[src/rtl/demod_segment_collector_pkg.sv]
// Shared definitions for the demodulation segment collector: widths,
// FSM state encodings, Q16.16 constants and the sample-bank control word.
package demod_segment_collector_pkg;

  localparam int DATA_W  = 32;
  localparam int NUM_SEG = 10;
  localparam int IDX_W   = $clog2(NUM_SEG);

  // FSM state encodings (kept as plain constants for legacy compatibility)
  localparam logic [1:0] ST_IDLE = 2'd0;
  localparam logic [1:0] ST_FILL = 2'd1;
  localparam logic [1:0] ST_FULL = 2'd2;

  // Q16.16 constants shared with the downstream correlator/threshold stage
  localparam logic [DATA_W-1:0] Q_ONE    = 32'h0001_0000;
  localparam logic [DATA_W-1:0] Q_MONE   = 32'hFFFF_0000;
  localparam logic [DATA_W-1:0] Q_THRESH = 32'h1000_0000;

  typedef logic [DATA_W-1:0] sample_t;

  // Control word from the FSM to the sample bank
  typedef struct packed {
    logic             we;      // write wdata into collect slot idx
    logic [IDX_W-1:0] idx;     // collect slot being written
    logic             xfer;    // copy collect bank to the output bank
    logic             direct;  // last output slot takes wdata instead of the bank
  } bank_ctrl_t;

endpackage

[src/rtl/demod_segment_collector_if.sv]
// Serial sample stream into the segment collector (valid/ready handshake).
interface demod_segment_collector_if
  import demod_segment_collector_pkg::*;
  ();

  sample_t in_data;
  logic    in_valid;
  logic    in_sof;
  logic    in_ready;

  modport master (
    output in_data,
    output in_valid,
    output in_sof,
    input  in_ready
  );

  modport slave (
    input  in_data,
    input  in_valid,
    input  in_sof,
    output in_ready
  );

endinterface

[src/rtl/demod_segment_collector_sample_bank.sv]
// NUM_SEG x DATA_W collect bank with an indexed write port, plus a separate
// output bank that is loaded in parallel from the collect bank on transfer.
module demod_segment_collector_sample_bank
  import demod_segment_collector_pkg::*;
  (
    input  logic       clk,
    input  logic       reset,
    input  bank_ctrl_t ctrl,
    input  sample_t    wdata,
    output sample_t    seg [NUM_SEG]
  );

  sample_t bank_reg  [NUM_SEG];
  sample_t bank_next [NUM_SEG];
  sample_t seg_reg   [NUM_SEG];
  sample_t seg_next  [NUM_SEG];

  genvar gi;
  generate
    for (gi = 0; gi < NUM_SEG; gi++) begin : g_slot
      assign bank_next[gi] = (ctrl.we && (ctrl.idx == IDX_W'(gi))) ? wdata : bank_reg[gi];

      if (gi == NUM_SEG - 1) begin : g_last
        // The final sample can bypass the collect bank when it completes a frame
        assign seg_next[gi] = ctrl.xfer ? (ctrl.direct ? wdata : bank_reg[gi]) : seg_reg[gi];
      end else begin : g_body
        assign seg_next[gi] = ctrl.xfer ? bank_reg[gi] : seg_reg[gi];
      end

      assign seg[gi] = seg_reg[gi];
    end
  endgenerate

  // Register both banks; reset clears every slot
  always_ff @(posedge clk or negedge reset) begin
    if (!reset) begin
      for (int i = 0; i < NUM_SEG; i++) begin
        bank_reg[i] <= '0;
        seg_reg[i]  <= '0;
      end
    end else begin
      for (int i = 0; i < NUM_SEG; i++) begin
        bank_reg[i] <= bank_next[i];
        seg_reg[i]  <= seg_next[i];
      end
    end
  end

endmodule

[src/rtl/demod_segment_collector.sv]
// Collects a serial Q16.16 stream into NUM_SEG parallel segments, framed by
// in_sof, and hands complete frames downstream with a one-cycle start pulse.
// A full frame waits in the collect bank while ds_busy is high.
module demod_segment_collector
  import demod_segment_collector_pkg::*;
  #(
    parameter int FCNT_W = 16,
    parameter int DCNT_W = 8
  )
  (
    input  logic                      clk,
    input  logic                      reset,
    demod_segment_collector_if.slave  in_if,
    input  logic                      ds_busy,
    output sample_t                   segment_0,
    output sample_t                   segment_1,
    output sample_t                   segment_2,
    output sample_t                   segment_3,
    output sample_t                   segment_4,
    output sample_t                   segment_5,
    output sample_t                   segment_6,
    output sample_t                   segment_7,
    output sample_t                   segment_8,
    output sample_t                   segment_9,
    output logic                      start,
    output logic [FCNT_W-1:0]         frame_cnt,
    output logic [DCNT_W-1:0]         drop_cnt
  );

  localparam logic [IDX_W-1:0] LAST_IDX = IDX_W'(NUM_SEG - 1);

  logic [1:0]        state_reg, state_next;
  logic [IDX_W-1:0]  idx_reg, idx_next;
  logic              start_reg;
  logic [FCNT_W-1:0] frame_cnt_reg;
  logic [DCNT_W-1:0] drop_cnt_reg;
  logic              drop_inc;
  logic              accept;
  bank_ctrl_t        ctrl;
  sample_t           seg [NUM_SEG];

  assign in_if.in_ready = (state_reg != ST_FULL);
  assign accept         = in_if.in_valid & in_if.in_ready;

  // Next-state, index and bank control decode
  always_comb begin
    state_next = state_reg;
    idx_next   = idx_reg;
    ctrl       = '0;
    ctrl.idx   = idx_reg;
    drop_inc   = 1'b0;
    case (state_reg)
      ST_IDLE: begin
        // Non-sof samples outside a frame are dropped silently
        if (accept && in_if.in_sof) begin
          ctrl.we    = 1'b1;
          ctrl.idx   = '0;
          idx_next   = IDX_W'(1);
          state_next = ST_FILL;
        end
      end
      ST_FILL: begin
        if (accept) begin
          if (in_if.in_sof) begin
            // Resync: the partial frame is discarded even at the last slot
            drop_inc = 1'b1;
            ctrl.we  = 1'b1;
            ctrl.idx = '0;
            idx_next = IDX_W'(1);
          end else if (idx_reg != LAST_IDX) begin
            ctrl.we  = 1'b1;
            idx_next = idx_reg + IDX_W'(1);
          end else if (!ds_busy) begin
            ctrl.xfer   = 1'b1;
            ctrl.direct = 1'b1;
            idx_next    = '0;
            state_next  = ST_IDLE;
          end else begin
            ctrl.we    = 1'b1;
            state_next = ST_FULL;
          end
        end
      end
      ST_FULL: begin
        if (!ds_busy) begin
          ctrl.xfer  = 1'b1;
          idx_next   = '0;
          state_next = ST_IDLE;
        end
      end
      default: state_next = ST_IDLE;
    endcase
  end

  // FSM state, index, start pulse and the two counters
  always_ff @(posedge clk or negedge reset) begin
    if (!reset) begin
      state_reg     <= ST_IDLE;
      idx_reg       <= '0;
      start_reg     <= 1'b0;
      frame_cnt_reg <= '0;
      drop_cnt_reg  <= '0;
    end else begin
      state_reg <= state_next;
      idx_reg   <= idx_next;
      start_reg <= ctrl.xfer;
      if (ctrl.xfer) begin
        frame_cnt_reg <= frame_cnt_reg + FCNT_W'(1);
      end
      if (drop_inc && (drop_cnt_reg != {DCNT_W{1'b1}})) begin
        drop_cnt_reg <= drop_cnt_reg + DCNT_W'(1);
      end
    end
  end

  demod_segment_collector_sample_bank u_bank (
    .clk   (clk),
    .reset (reset),
    .ctrl  (ctrl),
    .wdata (in_if.in_data),
    .seg   (seg)
  );

  assign segment_0 = seg[0];
  assign segment_1 = seg[1];
  assign segment_2 = seg[2];
  assign segment_3 = seg[3];
  assign segment_4 = seg[4];
  assign segment_5 = seg[5];
  assign segment_6 = seg[6];
  assign segment_7 = seg[7];
  assign segment_8 = seg[8];
  assign segment_9 = seg[9];

  assign start     = start_reg;
  assign frame_cnt = frame_cnt_reg;
  assign drop_cnt  = drop_cnt_reg;

endmodule

[src/flat_wrapper.sv]
// flat-port wrapper written by rule: the top's interface ports become plain ports
module demod_segment_collector_flat import demod_segment_collector_pkg::*;
#(
    parameter int FCNT_W = 16,
    parameter int DCNT_W = 8
  )
  (clk, reset, ds_busy, segment_0, segment_1, segment_2, segment_3, segment_4, segment_5, segment_6, segment_7, segment_8, segment_9, start, frame_cnt, drop_cnt, in_if_in_data, in_if_in_valid, in_if_in_sof, in_if_in_ready);
  demod_segment_collector_if in_if_i ();
  input  logic clk;
  input  logic reset;
  input  logic ds_busy;
  output sample_t segment_0;
  output sample_t segment_1;
  output sample_t segment_2;
  output sample_t segment_3;
  output sample_t segment_4;
  output sample_t segment_5;
  output sample_t segment_6;
  output sample_t segment_7;
  output sample_t segment_8;
  output sample_t segment_9;
  output logic start;
  output logic [FCNT_W-1:0] frame_cnt;
  output logic [DCNT_W-1:0] drop_cnt;
  input wire logic [$bits(in_if_i.in_data)-1:0] in_if_in_data;
  input wire logic [$bits(in_if_i.in_valid)-1:0] in_if_in_valid;
  input wire logic [$bits(in_if_i.in_sof)-1:0] in_if_in_sof;
  output wire logic [$bits(in_if_i.in_ready)-1:0] in_if_in_ready;
  assign in_if_i.in_data = in_if_in_data;
  assign in_if_i.in_valid = in_if_in_valid;
  assign in_if_i.in_sof = in_if_in_sof;
  assign in_if_in_ready = in_if_i.in_ready;
  demod_segment_collector #(.FCNT_W(FCNT_W), .DCNT_W(DCNT_W)) u_core (.clk(clk), .reset(reset), .in_if(in_if_i), .ds_busy(ds_busy), .segment_0(segment_0), .segment_1(segment_1), .segment_2(segment_2), .segment_3(segment_3), .segment_4(segment_4), .segment_5(segment_5), .segment_6(segment_6), .segment_7(segment_7), .segment_8(segment_8), .segment_9(segment_9), .start(start), .frame_cnt(frame_cnt), .drop_cnt(drop_cnt));
endmodule
[config.mk]
export PLATFORM = sky130hd
export DESIGN_NAME = demod_segment_collector_flat
export DESIGN_NICKNAME = d
export VERILOG_FILES = /design/src/rtl/demod_segment_collector_pkg.sv /design/src/rtl/demod_segment_collector_if.sv /design/src/rtl/demod_segment_collector_sample_bank.sv /design/src/rtl/demod_segment_collector.sv /design/src/flat_wrapper.sv
export SDC_FILE = /design/constraint.sdc
export NUM_CORES = 1
export LEC_CHECK = 0
export BUFFER_PORTS_ARGS = -buffer_cell sky130_fd_sc_hd__buf_2
export CORE_MARGIN = 1
export CORE_UTILIZATION = 55
export CTS_CLUSTER_SIZE = 40
export DETAILED_ROUTE_END_ITERATION = 7
export HOLD_SLACK_MARGIN = 0.08
export PLACE_DENSITY_LB_ADDON = 0.15
export SETUP_SLACK_MARGIN = 0.3
export SLEW_MARGIN = 5
export SYNTH_ARGS = -nofsm -noshare
export SYNTH_HDL_FRONTEND = slang
export SYNTH_HIERARCHICAL = 1
export SYNTH_SLANG_ARGS = --single-unit
export TNS_END_PERCENT = 20
[constraint.sdc]
create_clock -name clk -period 3.1 [get_ports clk]
set_input_delay 0.31 -clock clk [delete_from_list [all_inputs] [get_ports clk]]
set_output_delay 0.31 -clock clk [all_outputs]
set_load 0.01 [all_outputs]
==> impl_metrics.yaml <==
outcome:
  status: "finished, final reports clean"
final_layout:
  area_delta_synth_final_pct: 20.4
  n_fill_cell: 3314
  final_util: 0.671
  seqCellArea_mm2: 0.0168
  most-common-layout-cells: "671 x dfrtp_1, 538 x mux2_2, 381 x buf_2"
  stdcell_count: 2699
  final_common_cell: "dfrtp_1"
  finalNetCount: 2089
  layout-drive-gt1-share: 0.549
  multi_input_area_mm2: 0.00865
place:
  gp_congestion: 0.827
  io_buffers: 382
  dp_cells: 2581
  dpl.hpwl_mm: 40.6
worst_setup_path:
  crit_family: "simple AND/OR/NAND/NOR gates"
  slowest_stage: "or4_2"
  cp-start-kind: "flip-flop"
  cp_num_buf_inv: 2
  cp-end-kind: "flip-flop"
  crit_required_ns: 3.57
  cp.arrival_ns: 3.20
  cpPeakStageDelay_ns: 0.68
  path_max_fanout: 19
  crit_type: "reg -> reg"
  worstPathCellList: "inv_1 > ha_2 > nand2b_2 > nor2_4 > nor2_1 > or4_2 > buf_4 > mux2_4"
synthesis:
  synthArstFlopShare: 1.00
  syn_area_per_cell_um2: 15.8
  ys_seq_area_frac: 0.647
  synth_seq_cells: 671
  synth-edff-count: 0
  synth_cell_types: 49
  yosys_warnings: 6
  synth_nets: 1685
  syn-cell-area_mm2: 0.0259
  syn_inst: 1641
  synthFlopType: "dfrtp_1"
timing:
  holdWs_ns: 0.141
  rsz0062_at_grt: "no"
  finalMaxSlewViolations: 0
  hold_violations: 0
  skew_ns: 0.0153
  finalSetupViolCount: 0
  worst-slew-pin-transition_ns: 0.806
  fmax_ghz: 0.367
  slew_headroom: 0.463
  fin_crit_sh: 0.880
  finalSetupTns_ns: 0
  layout_min_cycle_time_ns: 2.73
die:
  die_w_um: 219
  fp-row-count: 79
  num_io_pins: 383
  start_util: 0.557
  dieArea_mm2: 0.0480
  coreArea_mm2: 0.0466
  die_height_um: 219
routing:
  wl_per_cell_um: 22.5
  drtPass1Iterations: 6
  wirelength_mm: 60.6
  drt_iter0_drc: 679
  viasPerCell: 5.53
  dr_total_vias: 14900
  drc_errors: 0
  ant_nets: 0
clock_tree:
  cts_buffers: 67
  cts_root_buf: "clkbuf_16"
  insertion_delay_ns: 0.59
  clkTransAtPathRegs_ns: 0.06
  cts_tree: "built"
  cts_htree_levels: 3
  cts_max_path_buffers: 3
  clock-sinks: 671
global_route:
  grt.overflow.total: 0
  track_usage: 0.260
  grt_pass1_vias: 15600
  grt_first_pass_wirelength_mm: 93.9
  antenna_found_initial: 1
  grt_max_degree: 89
pwr:
  power_density_mw_per_mm2: 650
  total_power_mw: 20.3
  p_leak_nw: 16.7
  ir_drop_uv: 610
flow_run:
  cap_violations: 0
hold_path:
  hold_class: "in -> reg"
-- Yosys cell counts, types with 6 or more instances --
master | instances | area (um2)
inv_1 | 8 | 30.0
buf_1 | 16 | 60.1
nand3_1 | 12 | 60.1
mux2_4 | 31 | 465
buf_2 | 50 | 250
dfrtp_1 | 671 | 16800
clkbuf_1 | 42 | 158
xor2_1 | 10 | 87.6
nor2_1 | 42 | 158
mux2_2 | 538 | 6060
ha_1 | 7 | 87.6
xnor2_1 | 13 | 114
nor3_1 | 6 | 30.0
mux2_1 | 42 | 473
mux2i_1 | 33 | 330
a21oi_1 | 37 | 185
nand4_1 | 8 | 50.1
nand2_1 | 12 | 45.0
-- metal layers --
layer  track usage  share of wire
met5             0              0
met1         0.352           0.44
met2         0.418           0.49
met3        0.0633          0.054
met4        0.0762          0.024
-- worst paths after layout --
| path | from | end | cells past startpoint | slack (ns) |
|---|---|---|---|---|
| hold reg to reg | u_core/frame_cnt[15]$_DFFE_PN0P_ | u_core/frame_cnt[15]$_DFFE_PN0P_ | 1 | 0.47 |
| setup reg to reg | u_core/state_reg[0]$_DFFE_PN0P_ | u_core/u_bank/bank_reg[48]$_DFFE_PN0P_ | 8 | 0.37 |
| min in group asynchronous | reset | u_core/u_bank/seg[135]$_DFFE_PN0P_ | 2 | 0.31 |
| max in group asynchronous | reset | u_core/u_bank/seg[79]$_DFFE_PN0P_ | 4 | 1.75 |
| setup / recovery | u_core/state_reg[0]$_DFFE_PN0P_ | u_core/u_bank/bank_reg[48]$_DFFE_PN0P_ | 8 | 0.37 |
| hold / removal | in_if_in_data[21] | u_core/u_bank/bank_reg[181]$_DFFE_PN0P_ | 2 | 0.14 |
-- cell type report --
cell class,count,area share
Clock buffer,100,0.0655
Clock inverter,15,0.00665
Sequential cell,671,0.537
Antenna cell,1,0.0000801
Inverter,8,0.000961
Timing Repair Buffer,452,0.0881
Tap cell,607,0.0243
Multi-Input combinational cell,845,0.277
-- metrics by stage --
stage | setup WS [ns] | instance area, um2
3_5_place_dp | 0.156 | 28900
6_report | 0.372 | 31200
2_1_floorplan | 0.585 | 25900
4_1_cts | 0.251 | 31200
5_1_grt | 0.278 | 31200
3_3_place_gp | 0.263 | 28900
-- report_power, final --
part           switching [mW]  internal, mW
registers               0.450          9.63
clock network            3.26          4.97
logic                   0.958          1.04
-- timing repair --
item / in CTS / in global routing
setup endpoints to repair: 183 / 229
buffers inserted: 0 / 0
pin swaps: 0 / 1
hold buffers: 2 / 0
endpoints found under the hold margin: 75 / 0
gates resized for setup: 4 / 9
-- cell families after synthesis --
group                      synth area share
and+or+nand+nor                      0.0240
DFF                                   0.647
adders and majority gates           0.00338
muxes                                 0.282
xor gates and xnor gates            0.00776
buffers and inverters                0.0224
AOI/OAI and AO/OA                    0.0128
Power figures use the tool's default switching activity.
